**config.mk**
```make
export PLATFORM = sky130hd
export DESIGN_NAME = sp_frame_receiver
export DESIGN_NICKNAME = d
export VERILOG_FILES = /design/src/rtl/sp_frame_receiver.sv
export SDC_FILE = /design/constraint.sdc
export NUM_CORES = 1
export LEC_CHECK = 0
export CORE_MARGIN = 2
export CORE_UTILIZATION = 48
export DETAILED_ROUTE_END_ITERATION = 16
export GPL_ROUTABILITY_DRIVEN = 0
export PLACE_DENSITY = 0.77
export SLEW_MARGIN = 5
export SYNTH_ARGS = -nofsm -noshare
export SYNTH_HDL_FRONTEND = slang
export SYNTH_SLANG_ARGS = --single-unit
```
**constraint.sdc**
```tcl
create_clock -name clk -period 1.85 [get_ports clk]
set_clock_uncertainty 0.05 [all_clocks]
set_input_delay 0.37 -clock clk [delete_from_list [all_inputs] [get_ports clk]]
set_output_delay 0.37 -clock clk [all_outputs]
set_load 0.02 [all_outputs]
```
**src/rtl/sp_frame_receiver.sv**
```systemverilog
// Serial-to-parallel frame receiver.
// Frames are: start bit (0), DATA_W data bits LSB first, optional parity bit, stop bit (1).
// The line is sampled only on clock edges where bitEn is high. A good frame updates
// parallelOut and pulses frameValid. A bad stop bit or parity bit pulses an error flag
// instead. A line held low after a framing error is treated as a break, not as a new start.
module sp_frame_receiver #(
  parameter int DATA_W     = 8,
  parameter int PARITY_EN  = 0,
  parameter int PARITY_ODD = 0,
  localparam int FRAME_W   = DATA_W + 2 + PARITY_EN
) (
  input  logic               clk,
  input  logic               rst,
  input  logic               bitEn,
  input  logic               serialIn,
  output logic [FRAME_W-1:0] data,
  output logic [DATA_W-1:0]  parallelOut,
  output logic               frameValid,
  output logic               frameErr,
  output logic               parityErr,
  output logic               busy
);

  localparam int            CNT_W    = (DATA_W > 1) ? $clog2(DATA_W) : 1;
  localparam logic [CNT_W-1:0] CNT_LAST = CNT_W'(DATA_W - 1);
  localparam logic          ODD_BIT  = (PARITY_ODD != 0);
  localparam logic          HAS_PAR  = (PARITY_EN != 0);

  typedef enum logic [2:0] {
    S_IDLE,
    S_DATA,
    S_PARITY,
    S_STOP,
    S_BREAK
  } state_e;

  state_e             state_q, state_d;
  logic [CNT_W-1:0]   cnt_q, cnt_d;
  logic [FRAME_W-1:0] data_q, data_d;
  logic [DATA_W-1:0]  word_q, word_d;
  logic               par_q, par_d;
  logic               valid_q, valid_d;
  logic               ferr_q, ferr_d;
  logic               perr_q, perr_d;

  // The frame register shifts right, so the first bit of the frame (start) ends up in bit 0.
  logic [FRAME_W-1:0] shifted;
  assign shifted = {serialIn, data_q[FRAME_W-1:1]};

  // par_q is the running XOR of the data bits and the parity bit. When parity is disabled,
  // every frame counts as having good parity.
  logic parity_ok;
  assign parity_ok = !HAS_PAR || (par_q == ODD_BIT);

  // Next-state logic: the frame walks through the states one sampled bit at a time.
  always_comb begin
    // NOTE: every signal gets a default before the case statement. This means no path
    // can leave a variable unassigned, so no latch is inferred.
    state_d = state_q;
    cnt_d   = cnt_q;
    data_d  = data_q;
    word_d  = word_q;
    par_d   = par_q;
    valid_d = 1'b0;
    ferr_d  = 1'b0;
    perr_d  = 1'b0;

    if (bitEn) begin
      unique case (state_q)
        S_IDLE: begin
          if (!serialIn) begin
            state_d = S_DATA;
            data_d  = shifted;
            cnt_d   = '0;
            par_d   = 1'b0;
          end
        end
        S_DATA: begin
          data_d = shifted;
          par_d  = par_q ^ serialIn;
          if (cnt_q == CNT_LAST) begin
            cnt_d   = '0;
            state_d = HAS_PAR ? S_PARITY : S_STOP;
          end else begin
            cnt_d = cnt_q + CNT_W'(1);
          end
        end
        S_PARITY: begin
          data_d  = shifted;
          par_d   = par_q ^ serialIn;
          state_d = S_STOP;
        end
        S_STOP: begin
          data_d = shifted;
          if (serialIn) begin
            state_d = S_IDLE;
            if (parity_ok) begin
              word_d  = shifted[DATA_W:1];
              valid_d = 1'b1;
            end else begin
              perr_d = 1'b1;
            end
          end else begin
            state_d = S_BREAK;
            ferr_d  = 1'b1;
            perr_d  = !parity_ok;
          end
        end
        S_BREAK: begin
          if (serialIn) state_d = S_IDLE;
        end
        default: state_d = S_IDLE;
      endcase
    end
  end

  // State register. An asynchronous reset aborts a frame in progress immediately.
  always_ff @(posedge clk or posedge rst) begin
    if (rst) begin
      state_q <= S_IDLE;
      cnt_q   <= '0;
      data_q  <= '0;
      word_q  <= '0;
      par_q   <= 1'b0;
      valid_q <= 1'b0;
      ferr_q  <= 1'b0;
      perr_q  <= 1'b0;
    end else begin
      // NOTE: non-blocking assignments make every register update from the values that
      // were present before the edge, which is what real flops do.
      state_q <= state_d;
      cnt_q   <= cnt_d;
      data_q  <= data_d;
      word_q  <= word_d;
      par_q   <= par_d;
      valid_q <= valid_d;
      ferr_q  <= ferr_d;
      perr_q  <= perr_d;
    end
  end

  assign data        = data_q;
  assign parallelOut = word_q;
  assign frameValid  = valid_q;
  assign frameErr    = ferr_q;
  assign parityErr   = perr_q;
  assign busy        = (state_q != S_IDLE);

endmodule

```
==> flow_summary.json, run 1 <==
{
  "p_total_mw": 2.37,
  "fmax_ghz": 0.560,
  "area.growth.synth_to_final_pct": 30.5,
  "post-route-min-period_ns": 1.79,
  "drc": 0,
  "cts_root_buf": "clkbuf_4",
  "hpwl_microns": 1410,
  "wirelength_microns": 1930,
  "diodes": 0,
  "vias_per_cell": 5.13,
  "synth_area_sq_mm": 0.00111,
  "synth_simple_gate_area_share_pct": 10.5,
  "fin_nets": 120,
  "power_density_mw_per_mm2": 1630,
  "synthXorXnorAreaFrac_pct": 0,
  "worst_setup_path_start_kind": "register",
  "wire_per_inst_microns": 13.8,
  "htree_levels": 1,
  "final_util_pct": 65.6,
  "cp-startpoint": "state_q[2]$_DFFE_PP0P_",
  "vias": 718,
  "path_clk_slew_ns": 0.13,
  "end_kind": "output pin",
  "grt_pass1_vias": 688,
  "initial_utilization_pct": 50.3,
  "insertion_delay_ns": 0.31,
  "fin_cells": 140,
  "syn_inst": 81,
  "coreArea_sq_mm": 0.00221,
  "overflow": 0,
  "cp.arrival_ns": 1.37,
  "cts_made_buffers": 3,
  "outcome": "finished clean",
  "synth_compound_area_share_pct": 6.30,
  "r2r_start": "state_q[2]$_DFFE_PP0P_",
  "hold_buffers": 0,
  "synth_top_family_by_area": "multiplexers",
  "synth_cell_types": 27,
  "track_usage_pct": 16.6,
  "grt-busiest-layer": "met2",
  "dieArea_sq_mm": 0.00272,
  "cp_cell_sequence": "or3_1 > clkdlybuf4s15_1",
  "synth_top_cell_area_share_pct": 58.5,
  "design_area_sq_mm": 0.00145,
  "hold_viol": 0,
  "die_x_microns": 52.1,
  "drt_iter0_markers": 7,
  "place_ws_ns": -0.0378,
  "globalRouteMet1Util_pct": 23.4,
  "clock-sinks": 26,
  "setup_tns_ns": 0,
  "use_met2_pct": 25.9,
  "yosys.area.top_type": "dfrtp_1",
  "drive_gt1_share_pct": 29.5,
  "synth_fa_ha_area_share_pct": 2.25,
  "cts_setup_buffers": 0,
  "die_h_microns": 52.1,
  "whs_ns": 0.349,
  "setup_viol": 0,
  "rows": 17,
  "synthesis.nets": 87,
  "antenna_found_initial": 0,
  "finalCritPeriodShare_pct": 96.6,
  "synth_seq_cells": 26,
  "critPathMaxFanout": 7,
  "syn_avg_cell_area_sq_um": 13.7,
  "met3_usage_pct": 2.59,
  "worstHoldPathType": "primary input to asynchronous set/reset pin",
  "cts_resized": 1,
  "grt_max_degree": 27,
  "ir_drop_uv": 902,
  "cts_buffer_depth": 2,
  "port_buffers": 24,
  "firstDrtPassIters": 4,
  "detail-route-antenna-nets": 0,
  "dp.cells": 137,
  "crit_slowest_cell": "dfrtp_2",
  "cts_tree": "yes",
  "synth.area.top_cells": "dfrtp_1 58%, mux2_2 18%, ha_1 2.2%",
  "leakage_nw": 0.664,
  "cap_violations": 0,
  "rsz0062_at_grt": "false",
  "final_max_slew_viol_count": 0,
  "crit_required_ns": 1.43,
  "ys_warn_count": 0,
  "yosysSeqAreaShare_pct": 58.5,
  "fin_ws_ns": 0.0630,
  "max_stage_delay_ns": 0.46,
  "crit_type": "register to output pin",
  "place_area_sq_mm": 0.00143,
  "pin_count": 26,
  "synthMuxAreaShare_pct": 19.1,
  "grt_pass1_wl_microns": 3260
}
## placed cells by master (no fill, tap or decap), types with 2 or more instances in the layout
| cell type | n |
|---|---|
| a21oi_1 | 2 |
| buf_4 | 8 |
| clkbuf_4 | 3 |
| clkdlybuf4s50_1 | 22 |
| dfrtp_1 | 25 |
| ha_1 | 2 |
| inv_1 | 3 |
| mux2_2 | 18 |
| nand2b_1 | 3 |
| nor2_1 | 3 |
| nor2b_1 | 2 |
| o21ai_0 | 2 |
## registers in the layout (all words and copies together), names as in the netlist
name         count
state_q          3
data            10
cnt_q            3
parallelOut      8
frameErr         1
frameValid       1
## worst paths after layout
check	end	slack, ns	cells past startpoint
worst max-delay path	busy	0.06	2
worst min-delay path	data[0]$_DFFE_PP0P_	0.35	3
worst max register to register	data[2]$_DFFE_PP0P_	0.31	3
worst min register to register	cnt_q[0]$_DFFE_PP0P_	0.46	1
max in group asynchronous	state_q[2]$_DFFE_PP0P_	1.14	3
min in group clk	cnt_q[0]$_DFFE_PP0P_	0.46	1
## cell usage after synthesis
library cell and instances:
buf_4 1, a21o_1 1, dfrtp_1 26, and2b_1 1, a21oi_4 1, nor2b_1 2
mux2i_1 1, nor3_1 1, a32o_1 1, nand4b_1 1, or3_1 1, nand2b_1 3
nor2_1 3, nor3_2 1, mux2_2 18, o22a_1 1, nand3_1 1, buf_2 3
nand2_1 1, and3_1 1, inv_1 3, a21oi_1 2, o31ai_1 1, conb_1 1
o21ai_0 2, ha_1 2, nand4_4 1
## worst max-delay path: cells and delay by family (launching register included)
family / cells / cell delay [ns]
flops: 1 / 0.46
simple gates: 1 / 0.31
buf+inv: 1 / 0.29
## layer usage
| metal | vias to the layer above | routed length, microns |
|---|---|---|
| met2 | 14 | 970 |
| met1 | 357 | 865 |
| met3 | 2 | 81 |
| met5 | - | 0 |
| li1 | 345 | - |
| met4 | 0 | 14 |
## power breakdown
group	switching (mW)	total, mW	internal, mW
combinational	0.547	1.17	0.627
sequential	0.160	0.962	0.802
clock	0.156	0.232	0.0760
total	0.864	2.37	1.50
## cell type report
cell class              count  area (sq um)
inverters                   3          11.3
well taps                  28          35.0
clock buffers               3          22.5
fillers                   183           761
repair buffers             32           303
flip-flops and latches     26           652
multi-input cells          48           428
## kinds of logic after synthesis
group | after synthesis
muxes | 19
other | 1
adders and majority gates | 2
DFF | 26
and+or+nand+nor | 17
AOI/OAI and AO/OA | 9
buffers and inverters | 7
No activity file was read; power rests on OpenSTA's default activity.
==> run 2, diff against run 1 <==
--- a/config.mk
+++ b/config.mk
@@ -10,6 +10,7 @@
 export DETAILED_ROUTE_END_ITERATION = 16
 export GPL_ROUTABILITY_DRIVEN = 0
 export PLACE_DENSITY = 0.77
+export SETUP_SLACK_MARGIN = 0.3
 export SLEW_MARGIN = 5
 export SYNTH_ARGS = -nofsm -noshare
 export SYNTH_HDL_FRONTEND = slang
==> flow_summary.json, run 2 (same netlist as run 1, synthesis figures left out) <==
{
  "outcome": "finished clean",
  "whs_ns": 0.353,
  "grt_max_degree": 27,
  "drt_iter0_markers": 9,
  "cap_violations": 0,
  "htree_levels": 1,
  "initial_utilization_pct": 50.3,
  "cp-startpoint": "state_q[1]$_DFFE_PP0P_",
  "power_density_mw_per_mm2": 1550,
  "r2r_setup_slack_ns": 0.34,
  "final_common_cell": "dfrtp_1",
  "ir_drop_uv": 855,
  "place_area_sq_mm": 0.00143,
  "multi_input_area_sq_um": 459,
  "die_h_microns": 52.1,
  "drive_gt1_share_pct": 34.5,
  "leakage_nw": 0.738,
  "fin_ws_ns": 0.208,
  "cts_root_buf": "clkbuf_4",
  "firstDrtPassIters": 4,
  "finalCritPeriodShare_pct": 88.7,
  "critical-path-top-delay-family": "flip-flops",
  "grt_pass1_wl_microns": 3350,
  "r2r_end": "parallelOut[3]$_DFFE_PP0P_",
  "area.growth.synth_to_final_pct": 33.0,
  "end_kind": "output pin",
  "port_buffers": 24,
  "setup_tns_ns": 0,
  "critPathBufInv": 1,
  "seq_area_sq_um": 651,
  "die_x_microns": 52.1,
  "detail-route-antenna-nets": 0,
  "grt_pass1_vias": 696,
  "r2r_start": "state_q[2]$_DFFE_PP0P_",
  "cts_buffer_depth": 2,
  "worst_setup_path_start_kind": "register",
  "hold_buffers": 0,
  "wirelength_microns": 2000,
  "largest_register_ffs": 10,
  "fill_cells": 189,
  "fmax_ghz": 0.609,
  "hold_viol": 0,
  "coreArea_sq_mm": 0.00221,
  "max_stage_delay_ns": 0.40,
  "vias_per_cell": 5.14,
  "crit_slowest_cell": "dfrtp_1",
  "diodes": 0,
  "path_clk_slew_ns": 0.13,
  "post-route-min-period_ns": 1.64,
  "vias": 740,
  "critPathMaxFanout": 2,
  "final_max_slew_viol_count": 0,
  "clock-sinks": 26,
  "rows": 17,
  "cts_made_buffers": 3,
  "layout_common_cells": "26 x dfrtp_1, 18 x mux2_2, 17 x dlygate4sd2_1, 11 x buf_4",
  "crit_required_ns": 1.43,
  "worstHoldPathType": "primary input to asynchronous set/reset pin",
  "p_total_mw": 2.29,
  "track_usage_pct": 17.1,
  "cp.arrival_ns": 1.22,
  "pin_count": 26,
  "cts_tree": "yes",
  "wire_per_inst_microns": 13.9,
  "overflow": 0,
  "setup_viol": 0,
  "cp_cell_sequence": "or3_1 > buf_6",
  "insertion_delay_ns": 0.31,
  "reg2reg_depth": 4,
  "dieArea_sq_mm": 0.00272,
  "fin_nets": 124,
  "design_area_sq_mm": 0.00148,
  "hpwl_microns": 1410,
  "place_ws_ns": -0.0378,
  "crit_type": "register to output pin",
  "antenna_found_initial": 0,
  "drc": 0,
  "rsz0062_at_grt": "true"
}
[run 2: power breakdown]
group	switching, mW	internal (mW)	total (mW)
combinational	0.576	0.535	1.11
clock	0.153	0.0760	0.229
sequential	0.151	0.801	0.952
total	0.881	1.41	2.29
[run 2: stage by stage]
stage	std cells	util [%]
after global placement	137	64.4
after floorplan	81	-
final	144	66.9
after CTS	142	65.2
after global routing	144	66.9
after detailed placement	137	64.4
[run 2: how the worst max path moves through the flow]
stage | cells after the start | slack [ns] | end
floorplan | 3 | 0.43 | data[0]$_DFFE_PP0P_
global placement | 4 | -0.01 | data[7]$_DFFE_PP0P_
detailed placement | 4 | -0.04 | data[2]$_DFFE_PP0P_
CTS | 2 | 0.06 | busy
global route | 2 | 0.16 | busy
finish | 2 | 0.21 | busy
[run 2: routing by layer]
metal | wire, microns | vias to the layer above | global-route usage, %
met5 | 0 | - | 0
met4 | 14 | 0 | 6.41
met3 | 82 | 2 | 2.59
met2 | 1040 | 14 | 27.0
met1 | 865 | 369 | 23.8
li1 | - | 355 | -
[run 2: area by class of cell]
type	count	share of cell area, %
Sequential cell	26	44.0
Multi-Input combinational cell	49	31.0
Timing Repair Buffer	35	20.3
Tap cell	28	2.37
Clock buffer	3	1.52
Inverter	3	0.761
[run 2: worst min-delay path: cells and delay by family]
kind	cells	cell delay (ns)
buffers and inverters	3	0.76
[run 2: what timing repair did]
action | in CTS | in global routing
pin swaps | 0 | 2
setup endpoints to repair | 23 | 22
cloned | 1 | 0
resized for setup | 23 | 13
buffers inserted | 1 | 2
hold endpoints to repair | 0 | 0
==> run 3, diff against run 2 <==
--- a/config.mk
+++ b/config.mk
@@ -9,7 +9,7 @@
 export CORE_UTILIZATION = 48
 export DETAILED_ROUTE_END_ITERATION = 16
 export GPL_ROUTABILITY_DRIVEN = 0
-export PLACE_DENSITY = 0.77
+export PLACE_DENSITY = 0.79
 export SETUP_SLACK_MARGIN = 0.3
 export SLEW_MARGIN = 5
 export SYNTH_ARGS = -nofsm -noshare
==> flow_summary.json, run 3 (same netlist as run 1, synthesis figures left out) <==
{
  "rsz0062_at_grt": "true",
  "cap_violations": 0,
  "wire_per_inst_microns": 14.7,
  "hold_viol": 0,
  "track_usage_pct": 16.6,
  "rows": 17,
  "finalCritPeriodShare_pct": 88.8,
  "r2r_setup_slack_ns": 0.36,
  "largest_register_ffs": 10,
  "htree_levels": 1,
  "layout_common_cells": "26 x dfrtp_1, 18 x mux2_2, 15 x dlygate4sd2_1, 7 x buf_4, 5 x clkdlybuf4s15_1",
  "hpwl_microns": 1350,
  "drc": 0,
  "grt_pass1_vias": 764,
  "worstHoldPathType": "primary input to asynchronous set/reset pin",
  "die_x_microns": 52.1,
  "fmax_ghz": 0.609,
  "cp.arrival_ns": 1.22,
  "port_buffers": 24,
  "insertion_delay_ns": 0.32,
  "r2r_start": "state_q[2]$_DFFE_PP0P_",
  "ir_drop_uv": 936,
  "initial_utilization_pct": 50.3,
  "crit_type": "register to output pin",
  "area.growth.synth_to_final_pct": 35.4,
  "fin_nets": 123,
  "overflow": 0,
  "coreArea_sq_mm": 0.00221,
  "firstDrtPassIters": 4,
  "dp.cells": 136,
  "cts_buffer_depth": 2,
  "reg2reg_depth": 5,
  "wirelength_microns": 2120,
  "worst_setup_path_start_kind": "register",
  "grt_pass1_wl_microns": 3370,
  "setup_viol": 0,
  "critPathMaxFanout": 2,
  "grt_max_degree": 27,
  "path_clk_slew_ns": 0.14,
  "clock-sinks": 26,
  "fill_cells": 172,
  "outcome": "finished clean",
  "pin_count": 26,
  "final_common_cell": "dfrtp_1",
  "die_h_microns": 52.1,
  "vias": 754,
  "cts_tree": "yes",
  "vias_per_cell": 5.24,
  "cts_made_buffers": 3,
  "drive_gt1_share_pct": 34.5,
  "detail-route-antenna-nets": 0,
  "end_kind": "output pin",
  "power_density_mw_per_mm2": 1620,
  "final_max_slew_viol_count": 0,
  "antenna_found_initial": 0,
  "post-route-min-period_ns": 1.64,
  "diodes": 0,
  "dieArea_sq_mm": 0.00272,
  "drt_iter0_markers": 8,
  "crit_required_ns": 1.43,
  "r2r_end": "data[1]$_DFFE_PP0P_",
  "fin_cells": 144,
  "leakage_nw": 0.746,
  "p_total_mw": 2.44,
  "cts_root_buf": "clkbuf_4"
}
-- run 3: cell count changes in the layout (fill, tap and decap cells not counted), sizes merged --
| cell | change |
|---|---|
| nand4 | +1 |
| bufinv | +1 |
| clkdlybuf4s15 | +3 |
| a21oi | -1 |
| clkbuf | -1 |
| buf | -1 |
| dlygate4sd2 | -2 |
-- run 3: final cells by class --
type / count / area (sq um) / area share [%]
timing repair buffer: 34 / 305 / 20.3
sequential: 26 / 651 / 43.2
multi-input combinational: 49 / 452 / 30.0
tap: 28 / 35.0 / 2.33
clock inverter: 1 / 30.0 / 1.99
inverter: 3 / 11.3 / 0.748
clock buffer: 3 / 22.5 / 1.50
-- run 3: stage by stage --
stage	cell area (sq um)	util [%]	hold slack, ns	TNS (ns)	setup WS (ns)
after CTS	1480	66.7	0.349	0	0.0666
after floorplan	1110	-	0.360	0	0.432
after global routing	1510	68.1	0.353	0	0.145
after global placement	1420	64.1	0.423	-0.685	-0.0736
after detailed placement	1420	64.1	0.431	-1.44	-0.151
final	1510	68.1	0.338	0	0.207
-- run 3: worst max-delay path by stage --
stage / start / end / slack, ns / cells after the start
finish: state_q[0]$_DFFE_PP0P_ / busy / 0.21 / 2
global placement: bitEn / data[6]$_DFFE_PP0P_ / -0.07 / 4
floorplan: state_q[2]$_DFFE_PP0P_ / data[0]$_DFFE_PP0P_ / 0.43 / 3
global route: state_q[0]$_DFFE_PP0P_ / busy / 0.14 / 2
CTS: state_q[0]$_DFFE_PP0P_ / busy / 0.07 / 2
detailed placement: bitEn / data[6]$_DFFE_PP0P_ / -0.15 / 4
-- run 3: routing by layer --
layer,global-route usage [%],part of all wire (%)
met3,3.74,4.1
met1,22.5,45
met2,25.5,50
met4,7.26,0.90
met5,0,0
-- run 3: what timing repair did --
item                                    in CTS  in global routing
resized for setup                           23                 13
cloned                                       0                  1
hold buffers                                 0                  0
setup buffers                                3                  0
pin swaps                                    0                  1
endpoints found under the setup margin      31                 23
-- run 3: power breakdown --
group	internal, mW	switching, mW
Combinational	0.531	0.572
Clock	0.219	0.165
Sequential	0.801	0.154
-- run 3: worst max-delay path: stages, from the launching register on --
cell	delay (ns)
dfrtp_1	0.40
or3_1	0.35
buf_2	0.16
